===== src/rtl/riscv_pkg.sv =====
// rtl/riscv_pkg.sv - shared encodings and stage shadow type for the hazard unit
package riscv_pkg;

  localparam logic [1:0] RESULT_MEM = 2'b01;

  localparam logic [1:0] FWD_RF  = 2'b00;
  localparam logic [1:0] FWD_WB  = 2'b01;
  localparam logic [1:0] FWD_MEM = 2'b10;

  typedef struct packed {
    logic [4:0] rd;
    logic       reg_write;
    logic [1:0] result_src;
  } stage_t;

  localparam stage_t STAGE_BUBBLE = '0;

  function automatic logic [15:0] sat_inc(input logic [15:0] v);
    return (v == 16'hFFFF) ? v : v + 16'd1;
  endfunction

endpackage


===== src/rtl/hazard_ctrl_if.sv =====
// rtl/hazard_ctrl_if.sv - decode/execute/memory hazard signals between pipeline and hazard unit
interface hazard_ctrl_if;
  logic [4:0]  Rs1D;
  logic [4:0]  Rs2D;
  logic [4:0]  RdD;
  logic        RegWriteD;
  logic [1:0]  ResultSrcD;
  logic        PCSrcE;
  logic        MemReqM;
  logic        MemReadyM;
  logic        StallF;
  logic        StallD;
  logic        StallE;
  logic        StallM;
  logic        FlushD;
  logic        FlushE;
  logic        FlushW;
  logic [1:0]  ForwardAE;
  logic [1:0]  ForwardBE;
  logic [15:0] LoadUseCnt;
  logic [15:0] FlushCnt;

  modport master (
    output Rs1D, Rs2D, RdD, RegWriteD, ResultSrcD, PCSrcE, MemReqM, MemReadyM,
    input  StallF, StallD, StallE, StallM, FlushD, FlushE, FlushW,
    input  ForwardAE, ForwardBE, LoadUseCnt, FlushCnt
  );

  modport slave (
    input  Rs1D, Rs2D, RdD, RegWriteD, ResultSrcD, PCSrcE, MemReqM, MemReadyM,
    output StallF, StallD, StallE, StallM, FlushD, FlushE, FlushW,
    output ForwardAE, ForwardBE, LoadUseCnt, FlushCnt
  );
endinterface


===== src/rtl/hazard_ctrl_fwd_sel.sv =====
// rtl/hazard_ctrl_fwd_sel.sv - per-operand forward source select, Memory before Writeback
module fwd_sel
  import riscv_pkg::*;
(
  input  logic [4:0] rs_e_i,
  input  logic [4:0] rd_m_i,
  input  logic       reg_write_m_i,
  input  logic [4:0] rd_w_i,
  input  logic       reg_write_w_i,
  output logic [1:0] fwd_o
);

  always_comb begin
    fwd_o = FWD_RF;
    if (reg_write_m_i && (rd_m_i != 5'd0) && (rd_m_i == rs_e_i)) begin
      fwd_o = FWD_MEM;
    end else if (reg_write_w_i && (rd_w_i != 5'd0) && (rd_w_i == rs_e_i)) begin
      fwd_o = FWD_WB;
    end
  end

endmodule


===== src/rtl/hazard_ctrl.sv =====
// rtl/hazard_ctrl.sv - stall/flush/forward control with shadow E/M/W stage state
module hazard_ctrl
  import riscv_pkg::*;
(
  input  logic          clk,
  input  logic          rst,
  hazard_ctrl_if.slave  hz
);

  stage_t      e_q, e_d, m_q, m_d, w_q, w_d;
  logic [4:0]  rs1e_q, rs1e_d, rs2e_q, rs2e_d;
  logic [15:0] lu_cnt_q, lu_cnt_d, fl_cnt_q, fl_cnt_d;

  logic       mem_wait, load_use;
  logic       stall_f, stall_d, stall_e, stall_m;
  logic       flush_d, flush_e, flush_w;
  logic [1:0] fwd_a, fwd_b;

  always_comb begin
    mem_wait = hz.MemReqM & ~hz.MemReadyM;
    load_use = (e_q.result_src == RESULT_MEM) && (e_q.rd != 5'd0) &&
               ((e_q.rd == hz.Rs1D) || (e_q.rd == hz.Rs2D));
    stall_f = 1'b0;
    stall_d = 1'b0;
    stall_e = 1'b0;
    stall_m = 1'b0;
    flush_d = 1'b0;
    flush_e = 1'b0;
    flush_w = 1'b0;
    if (!rst) begin
      if (mem_wait) begin
        // The whole front of the pipe freezes; pending branch or load-use waits it out.
        stall_f = 1'b1;
        stall_d = 1'b1;
        stall_e = 1'b1;
        stall_m = 1'b1;
        flush_w = 1'b1;
      end else begin
        stall_f = load_use;
        stall_d = load_use;
        flush_d = hz.PCSrcE;
        flush_e = load_use | hz.PCSrcE;
      end
    end
  end

  always_comb begin
    e_d      = e_q;
    rs1e_d   = rs1e_q;
    rs2e_d   = rs2e_q;
    m_d      = m_q;
    w_d      = w_q;
    lu_cnt_d = lu_cnt_q;
    fl_cnt_d = fl_cnt_q;
    if (mem_wait) begin
      w_d = STAGE_BUBBLE;
    end else begin
      m_d = e_q;
      w_d = m_q;
      if (flush_e) begin
        e_d    = STAGE_BUBBLE;
        rs1e_d = 5'd0;
        rs2e_d = 5'd0;
      end else begin
        e_d.rd         = hz.RdD;
        e_d.reg_write  = hz.RegWriteD;
        e_d.result_src = hz.ResultSrcD;
        rs1e_d         = hz.Rs1D;
        rs2e_d         = hz.Rs2D;
      end
      if (load_use) begin
        lu_cnt_d = sat_inc(lu_cnt_q);
      end
      if (hz.PCSrcE) begin
        fl_cnt_d = sat_inc(fl_cnt_q);
      end
    end
  end

  always_ff @(posedge clk) begin
    if (rst) begin
      e_q      <= STAGE_BUBBLE;
      m_q      <= STAGE_BUBBLE;
      w_q      <= STAGE_BUBBLE;
      rs1e_q   <= 5'd0;
      rs2e_q   <= 5'd0;
      lu_cnt_q <= 16'd0;
      fl_cnt_q <= 16'd0;
    end else begin
      e_q      <= e_d;
      m_q      <= m_d;
      w_q      <= w_d;
      rs1e_q   <= rs1e_d;
      rs2e_q   <= rs2e_d;
      lu_cnt_q <= lu_cnt_d;
      fl_cnt_q <= fl_cnt_d;
    end
  end

  fwd_sel u_fwd_a (
    .rs_e_i        (rs1e_q),
    .rd_m_i        (m_q.rd),
    .reg_write_m_i (m_q.reg_write),
    .rd_w_i        (w_q.rd),
    .reg_write_w_i (w_q.reg_write),
    .fwd_o         (fwd_a)
  );

  fwd_sel u_fwd_b (
    .rs_e_i        (rs2e_q),
    .rd_m_i        (m_q.rd),
    .reg_write_m_i (m_q.reg_write),
    .rd_w_i        (w_q.rd),
    .reg_write_w_i (w_q.reg_write),
    .fwd_o         (fwd_b)
  );

  assign hz.StallF     = stall_f;
  assign hz.StallD     = stall_d;
  assign hz.StallE     = stall_e;
  assign hz.StallM     = stall_m;
  assign hz.FlushD     = flush_d;
  assign hz.FlushE     = flush_e;
  assign hz.FlushW     = flush_w;
  assign hz.ForwardAE  = rst ? FWD_RF : fwd_a;
  assign hz.ForwardBE  = rst ? FWD_RF : fwd_b;
  assign hz.LoadUseCnt = lu_cnt_q;
  assign hz.FlushCnt   = fl_cnt_q;

endmodule


===== src/flat_wrapper.sv =====
// flat-port wrapper written by rule: the top's interface ports become plain ports
module hazard_ctrl_flat import riscv_pkg::*;
  (clk, rst, hz_Rs1D, hz_Rs2D, hz_RdD, hz_RegWriteD, hz_ResultSrcD, hz_PCSrcE, hz_MemReqM, hz_MemReadyM, hz_StallF, hz_StallD, hz_StallE, hz_StallM, hz_FlushD, hz_FlushE, hz_FlushW, hz_ForwardAE, hz_ForwardBE, hz_LoadUseCnt, hz_FlushCnt);
  hazard_ctrl_if hz_i ();
  input  logic clk;
  input  logic rst;
  input wire logic [$bits(hz_i.Rs1D)-1:0] hz_Rs1D;
  input wire logic [$bits(hz_i.Rs2D)-1:0] hz_Rs2D;
  input wire logic [$bits(hz_i.RdD)-1:0] hz_RdD;
  input wire logic [$bits(hz_i.RegWriteD)-1:0] hz_RegWriteD;
  input wire logic [$bits(hz_i.ResultSrcD)-1:0] hz_ResultSrcD;
  input wire logic [$bits(hz_i.PCSrcE)-1:0] hz_PCSrcE;
  input wire logic [$bits(hz_i.MemReqM)-1:0] hz_MemReqM;
  input wire logic [$bits(hz_i.MemReadyM)-1:0] hz_MemReadyM;
  output wire logic [$bits(hz_i.StallF)-1:0] hz_StallF;
  output wire logic [$bits(hz_i.StallD)-1:0] hz_StallD;
  output wire logic [$bits(hz_i.StallE)-1:0] hz_StallE;
  output wire logic [$bits(hz_i.StallM)-1:0] hz_StallM;
  output wire logic [$bits(hz_i.FlushD)-1:0] hz_FlushD;
  output wire logic [$bits(hz_i.FlushE)-1:0] hz_FlushE;
  output wire logic [$bits(hz_i.FlushW)-1:0] hz_FlushW;
  output wire logic [$bits(hz_i.ForwardAE)-1:0] hz_ForwardAE;
  output wire logic [$bits(hz_i.ForwardBE)-1:0] hz_ForwardBE;
  output wire logic [$bits(hz_i.LoadUseCnt)-1:0] hz_LoadUseCnt;
  output wire logic [$bits(hz_i.FlushCnt)-1:0] hz_FlushCnt;
  assign hz_i.Rs1D = hz_Rs1D;
  assign hz_i.Rs2D = hz_Rs2D;
  assign hz_i.RdD = hz_RdD;
  assign hz_i.RegWriteD = hz_RegWriteD;
  assign hz_i.ResultSrcD = hz_ResultSrcD;
  assign hz_i.PCSrcE = hz_PCSrcE;
  assign hz_i.MemReqM = hz_MemReqM;
  assign hz_i.MemReadyM = hz_MemReadyM;
  assign hz_StallF = hz_i.StallF;
  assign hz_StallD = hz_i.StallD;
  assign hz_StallE = hz_i.StallE;
  assign hz_StallM = hz_i.StallM;
  assign hz_FlushD = hz_i.FlushD;
  assign hz_FlushE = hz_i.FlushE;
  assign hz_FlushW = hz_i.FlushW;
  assign hz_ForwardAE = hz_i.ForwardAE;
  assign hz_ForwardBE = hz_i.ForwardBE;
  assign hz_LoadUseCnt = hz_i.LoadUseCnt;
  assign hz_FlushCnt = hz_i.FlushCnt;
  hazard_ctrl u_core (.clk(clk), .rst(rst), .hz(hz_i));
endmodule

===== config.mk =====
export PLATFORM = sky130hd
export DESIGN_NAME = hazard_ctrl_flat
export DESIGN_NICKNAME = d
export VERILOG_FILES = /design/src/rtl/riscv_pkg.sv /design/src/rtl/hazard_ctrl_if.sv /design/src/rtl/hazard_ctrl_fwd_sel.sv /design/src/rtl/hazard_ctrl.sv /design/src/flat_wrapper.sv
export SDC_FILE = /design/constraint.sdc
export NUM_CORES = 1
export LEC_CHECK = 0
export ABC_AREA = 0
export CORE_ASPECT_RATIO = 1.2
export CORE_MARGIN = 1.5
export CORE_UTILIZATION = 55
export CTS_CLUSTER_SIZE = 20
export DETAILED_ROUTE_END_ITERATION = 8
export PLACE_DENSITY_LB_ADDON = 0.2
export SETUP_SLACK_MARGIN = 0.05
export SLEW_MARGIN = 20
export SYNTH_ARGS = -nofsm -noshare
export SYNTH_HDL_FRONTEND = slang
export SYNTH_SLANG_ARGS = --single-unit

===== constraint.sdc =====
create_clock -name clk -period 10 [get_ports clk]
set_input_delay 3 -clock clk [delete_from_list [all_inputs] [get_ports clk]]
set_output_delay 3 -clock clk [all_outputs]
set_load 0.03 [all_outputs]

==> flow_metrics.py <==
metrics = {
    "outcome": {
        "status": "complete, no violations",
    },
    "yosys": {
        "synth_top_cell_area_share_pct": 40.0,
        "synth_adder_area_share_pct": 0.807,
        "synth_flop_cell": "dfxtp_1",
        "yosys-top-cells-count": "dfxtp_1, nor2_1, nand2_1",
        "syn_area_um2": 3100,
        "synth.most_common_cell": "dfxtp_1",
        "yosysSeqAreaShare_pct": 40.0,
        "post_synth_num_cell_types": 42,
        "synthesis.instances": 352,
        "synth_top_family_by_area": "simple AND/OR/NAND/NOR gates",
        "synth-async-reset-ratio_pct": 0,
        "synth.largest_area_cell": "dfxtp_1",
        "synth_edf_count": 0,
        "synth-simple-area-share_pct": 28.1,
        "synth_xor_area_share_pct": 12.4,
        "ys_warn_count": 0,
        "syn-num-nets": 377,
        "ys_ff_latch": 62,
        "synthTopCellsByArea": "dfxtp_1, xnor2_1, xor2_1, a22o_1, nor2_1",
        "synth-compound-area-share_pct": 13.0,
        "synth_area_per_cell_um2": 8.81,
        "synthMuxAreaShare_pct": 1.94,
    },
    "clocking": {
        "clk_pin_slew_ns": 0.07,
        "h-tree-depth": 3,
        "cts_tree": "built",
        "max-clock-path-buffers": 2,
        "root_buffer": "clkbuf_8",
        "numCtsBuffers": 9,
        "cts_setup_buffers": 0,
        "cts_hold_buf": 0,
        "post_cts_resize_count": 0,
        "clock_sinks": 62,
        "clk_latency_ns": 0.33,
    },
    "detailed_routing": {
        "first_pass_iters": 6,
        "antenna_left": 0,
        "highest_layer": "met4",
        "met1_length_um": 3130,
        "vias": 2773,
        "route.met3.wl_um": 308,
        "finalWirelength_um": 7330,
        "wl_per_cell_um": 15.3,
        "drt_drc_violations_left": 0,
        "via_per_inst": 5.79,
        "routed-wl-met2_um": 3770,
        "drtIter0Drc": 177,
    },
    "layout": {
        "n_fill_cell": 407,
        "antenna_cells": 0,
        "syn_to_final_growth_pct": 28.9,
        "nets": 437,
        "drive_gt1_share_pct": 8.15,
    },
    "die": {
        "dieArea_um2": 6100,
        "num_rows": 29,
        "die_h_um": 85.2,
        "core_area_um2": 5370,
        "ios": 66,
        "start_util_pct": 57.7,
        "die_w_um": 71.5,
    },
    "pwr": {
        "power_uw": 564,
        "p_per_area_nw_per_um2": 141,
        "peakVddDrop_v": 0.000118,
        "p_leak_uw": 0.00142,
    },
    "place": {
        "post-place-ws_ns": 1.67,
        "dpl.hpwl_um": 5090,
        "port_buffers": 65,
        "place.gp.congestion": 0.877,
    },
    "timing": {
        "relSlewSlack_pct": 54.6,
        "finalSetupViolCount": 0,
        "holdWs_ns": 0.474,
        "drv_slew": 0,
        "worst_slew_pin_slew_ns": 0.680,
        "hold_viol": 0,
        "fmax_mhz": 120,
        "min_period_ns": 8.34,
        "skew_ns": 0.0100,
        "fin_ws_ns": 1.66,
        "setup-tns-final_ns": 0,
        "rsz0062_at_grt": "false",
        "fin_crit_sh_pct": 83.4,
    },
    "worst_setup_path": {
        "path_depth": 8,
        "slowest_delay_ns": 0.67,
        "crit_chain": "clkdlybuf4s50_1, xor2_1, nor3_1, a22oi_1, buf_4, nor3_1, o21ba_2, clkdlybuf4s50_1",
        "critical_path_class": "in -> out",
        "start_kind": "input port",
        "cp_slowest_cell": "clkdlybuf4s50_1",
        "critical_path_buf_inv_count": 3,
        "critPathMaxFanout": 30,
        "cp.required_ns": 7.00,
        "crit_family": "buffers and inverters",
        "cp.arrival_ns": 5.34,
        "cp-end-kind": "primary output",
        "ff2ff_path_depth": 6,
    },
    "global_route": {
        "grt_overflow": 0,
        "grt_pass1_wl_um": 12100,
        "grt_max_degree": 49,
        "grt_antenna_before_repair": 0,
        "grt_pass1_vias": 2594,
        "grt_use_total_pct": 25.0,
    },
    "hold_path": {
        "hp-class": "reg -> reg",
        "holdPathStages": 2,
    },
    "flow_run": {
        "cap_violations": 0,
    },
}
## routing by layer
layer | up-vias | track usage [%]
li1 | 1391 | -
met1 | 1292 | 30.8
met2 | 78 | 41.8
met3 | 12 | 5.94
met4 | 0 | 9.95
met5 | - | 0
## flip-flops by register name (all words and copies together), names as in the netlist
register              flops
u_core.e_q                8
u_core.w_q                6
u_core.rs1e_q             5
u_core.hz.FlushCnt       16
u_core.m_q                6
u_core.rs2e_q             5
u_core.hz.LoadUseCnt     16
## stage by stage
step | cell area, um2 | cells | utilization, %
global route | 4000 | 479 | 74.4
detailed placement | 3760 | 463 | 70.1
finish | 4000 | 479 | 74.4
floorplan | 3100 | 352 | -
global placement | 3760 | 463 | 70.1
CTS | 4000 | 479 | 74.4
## power by group
group / internal (uW) / leakage, uW / switching, uW / total (uW)
Clock: 161 / 0.000120 / 95.0 / 256
Sequential: 252 / 0.000503 / 6.87 / 259
Combinational: 23.3 / 0.000802 / 26.0 / 49.3
Total: 436 / 0.00142 / 128 / 564
## worst min-delay path, stage by stage (launching register included)
cell and delay, ns:
dfxtp_1 0.32, nand2_1 0.05, a21oi_1 0.05
## cells in the final DEF (no fill, tap or decap), drive strengths merged, types with 12 or more instances in the layout
cell type / netlist / routed
o21ai: 12 / 12
nor4: 15 / 15
xor2: 20 / 20
clkdlybuf4s50: 0 / 65
nand2: 25 / 25
dfxtp: 62 / 62
nor2: 29 / 29
nand4: 15 / 15
clkbuf: 13 / 13
xnor2: 24 / 24
a21oi: 20 / 20
a22o: 18 / 18
nor3: 15 / 15
nand3: 18 / 18
## final cells by class
type | instances | area (um2) | share of cell area (%)
timing repair buffer | 70 | 688 | 17.2
sequential | 62 | 1240 | 31.0
tap | 62 | 77.6 | 1.94
clock buffer | 13 | 169 | 4.23
inverter | 3 | 11.3 | 0.282
clock inverter | 3 | 65.1 | 1.63
multi-input combinational | 266 | 1750 | 43.7
## cells by family (layout without fill, tap and decap cells)
kind of cell	Yosys count	after routing
AOI/OAI and AO/OA	60	60
xor gates and xnor gates	44	44
adders and majority gates	2	2
buffers and inverters	24	89
DFF	62	62
muxes	4	4
and+or+nand+nor	156	156
## worst paths after layout
| check | from | end | slack, ns |
|---|---|---|---|
| setup reg to reg | u_core.e_q[3]$_SDFFE_PP0N_ | u_core.rs2e_q[2]$_SDFFE_PP0N_ | 7.76 |
| hold / removal | u_core.e_q[2]$_SDFFE_PP0N_ | u_core.m_q[2]$_SDFFE_PP0N_ | 0.47 |
| hold reg to reg | u_core.e_q[2]$_SDFFE_PP0N_ | u_core.m_q[2]$_SDFFE_PP0N_ | 0.47 |
| setup / recovery | hz_Rs1D[2] | hz_StallF | 1.66 |
No activity file was read; power rests on OpenSTA's default activity.
